[config.mk]
export PLATFORM = sky130hd
export DESIGN_NAME = uart_receiver
export DESIGN_NICKNAME = d
export VERILOG_FILES = /design/src/rtl/uart_pkg.sv /design/src/rtl/uart_rx_sync.sv /design/src/rtl/uart_receiver.sv
export SDC_FILE = /design/constraint.sdc
export NUM_CORES = 1
export LEC_CHECK = 0
export BUFFER_PORTS_ARGS = -buffer_cell sky130_fd_sc_hd__clkbuf_2
export CAP_MARGIN = 5
export CORE_MARGIN = 2
export CORE_UTILIZATION = 40
export CTS_BUF_LIST = sky130_fd_sc_hd__clkbuf_4 sky130_fd_sc_hd__clkbuf_8
export DETAILED_ROUTE_END_ITERATION = 7
export GPL_ROUTABILITY_DRIVEN = 0
export PLACE_DENSITY = 0.67
export SLEW_MARGIN = 20
export SYNTH_ARGS = -nofsm -noshare
export SYNTH_HDL_FRONTEND = slang
export SYNTH_SLANG_ARGS = --single-unit
[constraint.sdc]
create_clock -name clk_100MHz -period 1.9 [get_ports clk_100MHz]
set_clock_uncertainty 0.2 [all_clocks]
set_input_delay 0.57 -clock clk_100MHz [delete_from_list [all_inputs] [get_ports clk_100MHz]]
set_output_delay 0.57 -clock clk_100MHz [all_outputs]
set_load 0.01 [all_outputs]
[src/rtl/uart_pkg.sv]
// rtl/uart_pkg.sv - shared UART state encodings, oversampling constants and helpers
package uart_pkg;

    typedef enum logic [1:0] {
        UART_IDLE  = 2'd0,
        UART_START = 2'd1,
        UART_DATA  = 2'd2,
        UART_STOP  = 2'd3
    } uart_state_e;

    localparam int OVERSAMPLE = 16;
    localparam int START_MID  = 7;

    function automatic logic majority3(input logic a, input logic b, input logic c);
        return (a & b) | (a & c) | (b & c);
    endfunction

endpackage

[src/rtl/uart_rx_sync.sv]
// rtl/uart_rx_sync.sv - 2-FF rx synchronizer plus one-clock delayed copy for edge detection
module uart_rx_sync (
    input  logic clk_i,
    input  logic reset_i,
    input  logic rx_i,
    output logic rx_s_o,
    output logic rx_prev_o
);

    logic meta_q;
    logic sync_q;
    logic prev_q;

    // All stages reset high so a reset never fabricates a start edge.
    always_ff @(posedge clk_i) begin
        if (reset_i) begin
            meta_q <= 1'b1;
            sync_q <= 1'b1;
            prev_q <= 1'b1;
        end else begin
            meta_q <= rx_i;
            sync_q <= meta_q;
            prev_q <= sync_q;
        end
    end

    assign rx_s_o    = sync_q;
    assign rx_prev_o = prev_q;

endmodule

[src/rtl/uart_receiver.sv]
// rtl/uart_receiver.sv - 16x oversampling UART receiver with framing-error flag
// Optional UART_RX_MAJORITY_EN: majority-of-3 bit sampling for glitch rejection.
module uart_receiver
    import uart_pkg::*;
#(
    parameter int DBITS   = 8,
    parameter int SB_TICK = 16
) (
    input  logic             clk_100MHz,
    input  logic             reset,
    input  logic             rx,
    input  logic             sample_tick,
    output logic [DBITS-1:0] data_out,
    output logic             rx_done,
    output logic             frame_err,
    output logic [1:0]       state_out
);

    localparam int S_MAX = (SB_TICK - 1 > OVERSAMPLE - 1) ? SB_TICK - 1 : OVERSAMPLE - 1;
    localparam int S_W   = $clog2(S_MAX + 1);
    localparam int N_W   = (DBITS > 1) ? $clog2(DBITS) : 1;

    localparam logic [S_W-1:0] S_MID  = S_W'(START_MID);
    localparam logic [S_W-1:0] S_BIT  = S_W'(OVERSAMPLE - 1);
    localparam logic [S_W-1:0] S_STOP = S_W'(SB_TICK - 1);
    localparam logic [S_W-1:0] S_ONE  = S_W'(1);
    localparam logic [N_W-1:0] N_LAST = N_W'(DBITS - 1);
    localparam logic [N_W-1:0] N_ONE  = N_W'(1);

    uart_state_e      state_q, state_d;
    logic [S_W-1:0]   s_cnt_q, s_cnt_d;
    logic [N_W-1:0]   n_cnt_q, n_cnt_d;
    logic [DBITS-1:0] b_q, b_d;
    logic [DBITS-1:0] data_q, data_d;
    logic             done_q, done_d;
    logic             ferr_q, ferr_d;

    logic rx_s;
    logic rx_prev;
    logic bit_sample;

    uart_rx_sync u_sync (
        .clk_i     (clk_100MHz),
        .reset_i   (reset),
        .rx_i      (rx),
        .rx_s_o    (rx_s),
        .rx_prev_o (rx_prev)
    );

`ifdef UART_RX_MAJORITY_EN
    logic [2:0] hist_q, hist_d;

    always_comb begin
        hist_d = hist_q;
        if (sample_tick && (state_q != UART_IDLE)) begin
            hist_d = {hist_q[1:0], rx_s};
        end
    end

    always_ff @(posedge clk_100MHz) begin
        if (reset) begin
            hist_q <= '1;
        end else begin
            hist_q <= hist_d;
        end
    end

    assign bit_sample = majority3(hist_q[1], hist_q[0], rx_s);
`else
    assign bit_sample = rx_s;
`endif

    always_comb begin
        state_d = state_q;
        s_cnt_d = s_cnt_q;
        n_cnt_d = n_cnt_q;
        b_d     = b_q;
        data_d  = data_q;
        ferr_d  = ferr_q;
        done_d  = 1'b0;
        case (state_q)
            // Start detection is edge-based and not gated by sample_tick.
            UART_IDLE: begin
                if (rx_prev && !rx_s) begin
                    state_d = UART_START;
                    s_cnt_d = '0;
                end
            end
            UART_START: begin
                if (sample_tick) begin
                    if (s_cnt_q == S_MID) begin
                        if (!bit_sample) begin
                            state_d = UART_DATA;
                            s_cnt_d = '0;
                            n_cnt_d = '0;
                        end else begin
                            state_d = UART_IDLE;
                        end
                    end else begin
                        s_cnt_d = s_cnt_q + S_ONE;
                    end
                end
            end
            UART_DATA: begin
                if (sample_tick) begin
                    if (s_cnt_q == S_BIT) begin
                        s_cnt_d = '0;
                        b_d     = {bit_sample, b_q[DBITS-1:1]};
                        if (n_cnt_q == N_LAST) begin
                            state_d = UART_STOP;
                        end else begin
                            n_cnt_d = n_cnt_q + N_ONE;
                        end
                    end else begin
                        s_cnt_d = s_cnt_q + S_ONE;
                    end
                end
            end
            UART_STOP: begin
                if (sample_tick) begin
                    if (s_cnt_q == S_STOP) begin
                        data_d  = b_q;
                        ferr_d  = ~bit_sample;
                        done_d  = 1'b1;
                        state_d = UART_IDLE;
                    end else begin
                        s_cnt_d = s_cnt_q + S_ONE;
                    end
                end
            end
            default: state_d = UART_IDLE;
        endcase
    end

    always_ff @(posedge clk_100MHz) begin
        if (reset) begin
            state_q <= UART_IDLE;
            s_cnt_q <= '0;
            n_cnt_q <= '0;
            b_q     <= '0;
            data_q  <= '0;
            done_q  <= 1'b0;
            ferr_q  <= 1'b0;
        end else begin
            state_q <= state_d;
            s_cnt_q <= s_cnt_d;
            n_cnt_q <= n_cnt_d;
            b_q     <= b_d;
            data_q  <= data_d;
            done_q  <= done_d;
            ferr_q  <= ferr_d;
        end
    end

    assign data_out  = data_q;
    assign rx_done   = done_q;
    assign frame_err = ferr_q;
    assign state_out = state_q;

endmodule

==> impl_results.md <==
- Status: finished with violations
- Failing checks: setup timing
- Chip width: 61.7 microns
- I/O pins: 16
- Worst R2R End: s_cnt_q[0]
- YS warnings: 0
- First-pass GRT wire length: 4.34 mm
- Register area share after synthesis: 0.451
- Net Count, Synth: 143
- Syn_area_per_cell: 9.80 sq um
- Vias per inst: 5.16
- Final cell count without fillers: 210
- Netlist cell types: 37
- R2R Path Start: s_cnt_q[1]
- CP startpoint: s_cnt_q[1]
- Rows: 20
- Grt total ovfl: 0
- Type of the worst min-delay path: register to register
- Power Density: 668 nW/um^2
- Pin count of the biggest net entering global routing: 31
- Die Ht: 61.7 microns
- DR iter-0 viols: 56
- Endpoint class of the critical path: register
- Antenna-violating nets left: 0
- Clock sink total: 30
- CP max FO: 4
- Htree depth: 2
- Hold Fails Final Rpt: 0
- WS Path Type: register to register
- Clock Power Share: 0.367
- Diodes inserted: 0
- Initial antenna violation count: 0
- WP buf/inv: 0
- IO buf count: 15
- Top cells by area, synth: dfxtp_1 45%, mux2i_1 13%, nor2_1 5.6%
- Final Cell Area: 1670 sq um
- Inserted Clock Buffers: 5
- HPWL after DPL: 1.74 mm
- Vias: 1083
- Root buf cell: clkbuf_4
- Top_reg_cell synth: dfxtp_1
- TritonCTS clock tree: yes
- Share of layout cells above drive strength 1: 0.386
- Achievable Freq: 523 MHz
- Fin crit period: 1910 ps
- Reg2Reg Depth: 5
- Slowest CP cell: or4_4
- Placed cell area: 1520 sq um
- Arrival time at the worst endpoint: 1960 ps
- Worst-skew pair later-pin latency: 320 ps
- Delay-heaviest family, CP: simple AND/OR/NAND/NOR gates
- Cell chain of the critical path: ha_4 -> and4b_1 -> or3_4 -> or4_4 -> a21oi_2
- First-pass iteration count of the detailed router: 4
- Most frequent cells in the layout: 25 x dfxtp_1, 20 x nor2_1, 16 x mux2i_1
- Post-synthesis to final-layout area growth: 25.3%
- # DRC: 0
- Critical Path Stages: 5
- Leading area contributor after synthesis: dfxtp_1
- CP startpoint kind: register
- Wire per inst: 12.7 microns
- Fraction of registers with async set/reset: 0
- Max incr delay on CP: 420 ps
- Register share of total power: 0.573
- Placed cells: 201
- Fill cells: 315
- Max Buffers Root-to-Sink: 2
- Layout Nets: 172
- Vias in the first global route: 1027
- Pint: 0.000856 W
- Critical Path End: s_cnt_q[0]
- Core Footprint: 3100 sq um
- Worst-Margin Slew: 537 ps
- Synth top area share: 0.451
- Mapped Area: 1330 sq um
- Die area: 3810 sq um
- GRT Total Usage: 0.158
- # setup viols final: 2
- Period utilisation layout: 1.01
- Post-Route WL: 2.67 mm
- Post-synth EDFFs: 0
- Overall Power: 0.00112 W
- CTS clk-pin slew, worst paths: 90 ps
- P_sw: 0.000259 W
- Gate power share: 0.060
- Cells after synthesis: 136
- Final setup margin: -13.5 ps
- Peak supply drop: 0.325 mV
- Sw frac: 0.233
- Slew HR: 0.639
- RSZ-0062 raised after global routing: true
- Most common cell after layout, fill and taps aside: dfxtp_1
- #FFs+latches synth: 30
- Critical path required time: 1950 ps
- Max-slew violation count: 0
- Leakage: 0.620 nW
- Max cap viols: 0
- Initial Util: 0.429
- Worst reg-to-reg setup slack: -10 ps
- Post-CTS Hold Buffers: 0
worst min path at each step:
stage	to	cells after the start	from	slack, ps
global placement	u_sync.rx_s_o	1	u_sync.meta_q	200
finish	u_sync.rx_s_o	1	u_sync.meta_q	220
CTS	u_sync.rx_s_o	1	u_sync.meta_q	220
floorplan	u_sync.rx_s_o	1	u_sync.meta_q	190
detailed placement	u_sync.rx_s_o	1	u_sync.meta_q	200
global route	u_sync.meta_q	2	rx	220
metrics by stage:
step / utilization / setup slack [ps] / TNS [ps] / hold WS [ps]
3_5_place_dp: 0.490 / -74.1 / -112 / 198
6_report: 0.538 / -13.5 / -24.8 / 220
3_3_place_gp: 0.490 / 16.1 / 0 / 200
5_1_grt: 0.538 / -69.8 / -311 / 217
2_1_floorplan: - / 2.34 / 0 / 189
4_1_cts: 0.518 / -33.3 / -33.7 / 222
registers in the layout, summed over array words and instances (netlist names), named ones only:
name / flops
u_sync.rx_s_o: 1
b_q: 8
data_out: 8
s_cnt_q: 4
state_out: 1
rx_done: 1
u_sync.rx_prev_o: 1
u_sync.meta_q: 1
n_cnt_q: 3
frame_err: 1
layer usage:
layer,share of wire,global-route usage,wire (microns)
met1,0.45,0.179,1200
met2,0.48,0.265,1280
met5,0,0,0
met3,0.047,0.0704,126
met4,0.022,0.0547,58
area by class of cell:
cell class / count / area (sq um) / area share
Clock inverter: 1 / 5.00 / 0.00300
Sequential cell: 30 / 607 / 0.364
Tap cell: 44 / 55.1 / 0.0330
Timing Repair Buffer: 30 / 198 / 0.118
Clock buffer: 7 / 58.8 / 0.0352
Multi-Input combinational cell: 96 / 738 / 0.442
Inverter: 2 / 7.51 / 0.00450
cells by family (layout without fill, tap and decap cells):
kind of cell,after synthesis,after routing,synth area share
compound gates,22,22,0.0948
xor+xnor,1,1,0.00657
flops,30,30,0.451
buf+inv,10,40,0.0516
mux,17,17,0.128
fa+ha+maj,3,3,0.0282
simple gates,53,53,0.240
synthesized netlist by cell type (2+ instances only):
| cell type | number |
|---|---|
| nand3_1 | 3 |
| inv_1 | 2 |
| or3_1 | 2 |
| a21oi_1 | 8 |
| mux2i_1 | 17 |
| nor3_1 | 2 |
| nor3b_1 | 2 |
| dfxtp_1 | 30 |
| or4_1 | 4 |
| nand2_1 | 3 |
| or4b_1 | 2 |
| o21ai_0 | 7 |
| nor2_1 | 20 |
| clkbuf_1 | 2 |
| buf_6 | 3 |
| or2_2 | 3 |
| a211oi_1 | 2 |
| nand4_1 | 2 |
| buf_4 | 2 |
| ha_1 | 3 |
timing repair:
item,4_1_cts,5_1_grt
gates resized for setup,5,16
pin swaps,6,7
endpoints found under the hold margin,0,0
setup buffers,0,0
endpoints found under the setup margin,5,13
cloned,0,1
power by group through the flow:
stage | combinational (W) | clock, W | sequential, W
detailed placement | 0.0000614 | 0 | 0.000653
CTS | 0.0000625 | 0.000421 | 0.000639
global route | 0.0000739 | 0.000450 | 0.000639
floorplan | 0.0000397 | 0 | 0.000652
global placement | 0.0000603 | 0 | 0.000653
finish | 0.0000669 | 0.000410 | 0.000639
worst reg2reg max path, delay by kind of cell, from the launching register on:
| family | cells | cell delay (ps) |
|---|---|---|
| flip-flops | 1 | 340 |
| AO/OA/AOI/OAI | 1 | 140 |
| AND/OR/NAND/NOR | 3 | 1000 |
| adder cells (fa/ha/maj) | 1 | 160 |
Note: power is estimated with default switching activity, not from simulation.
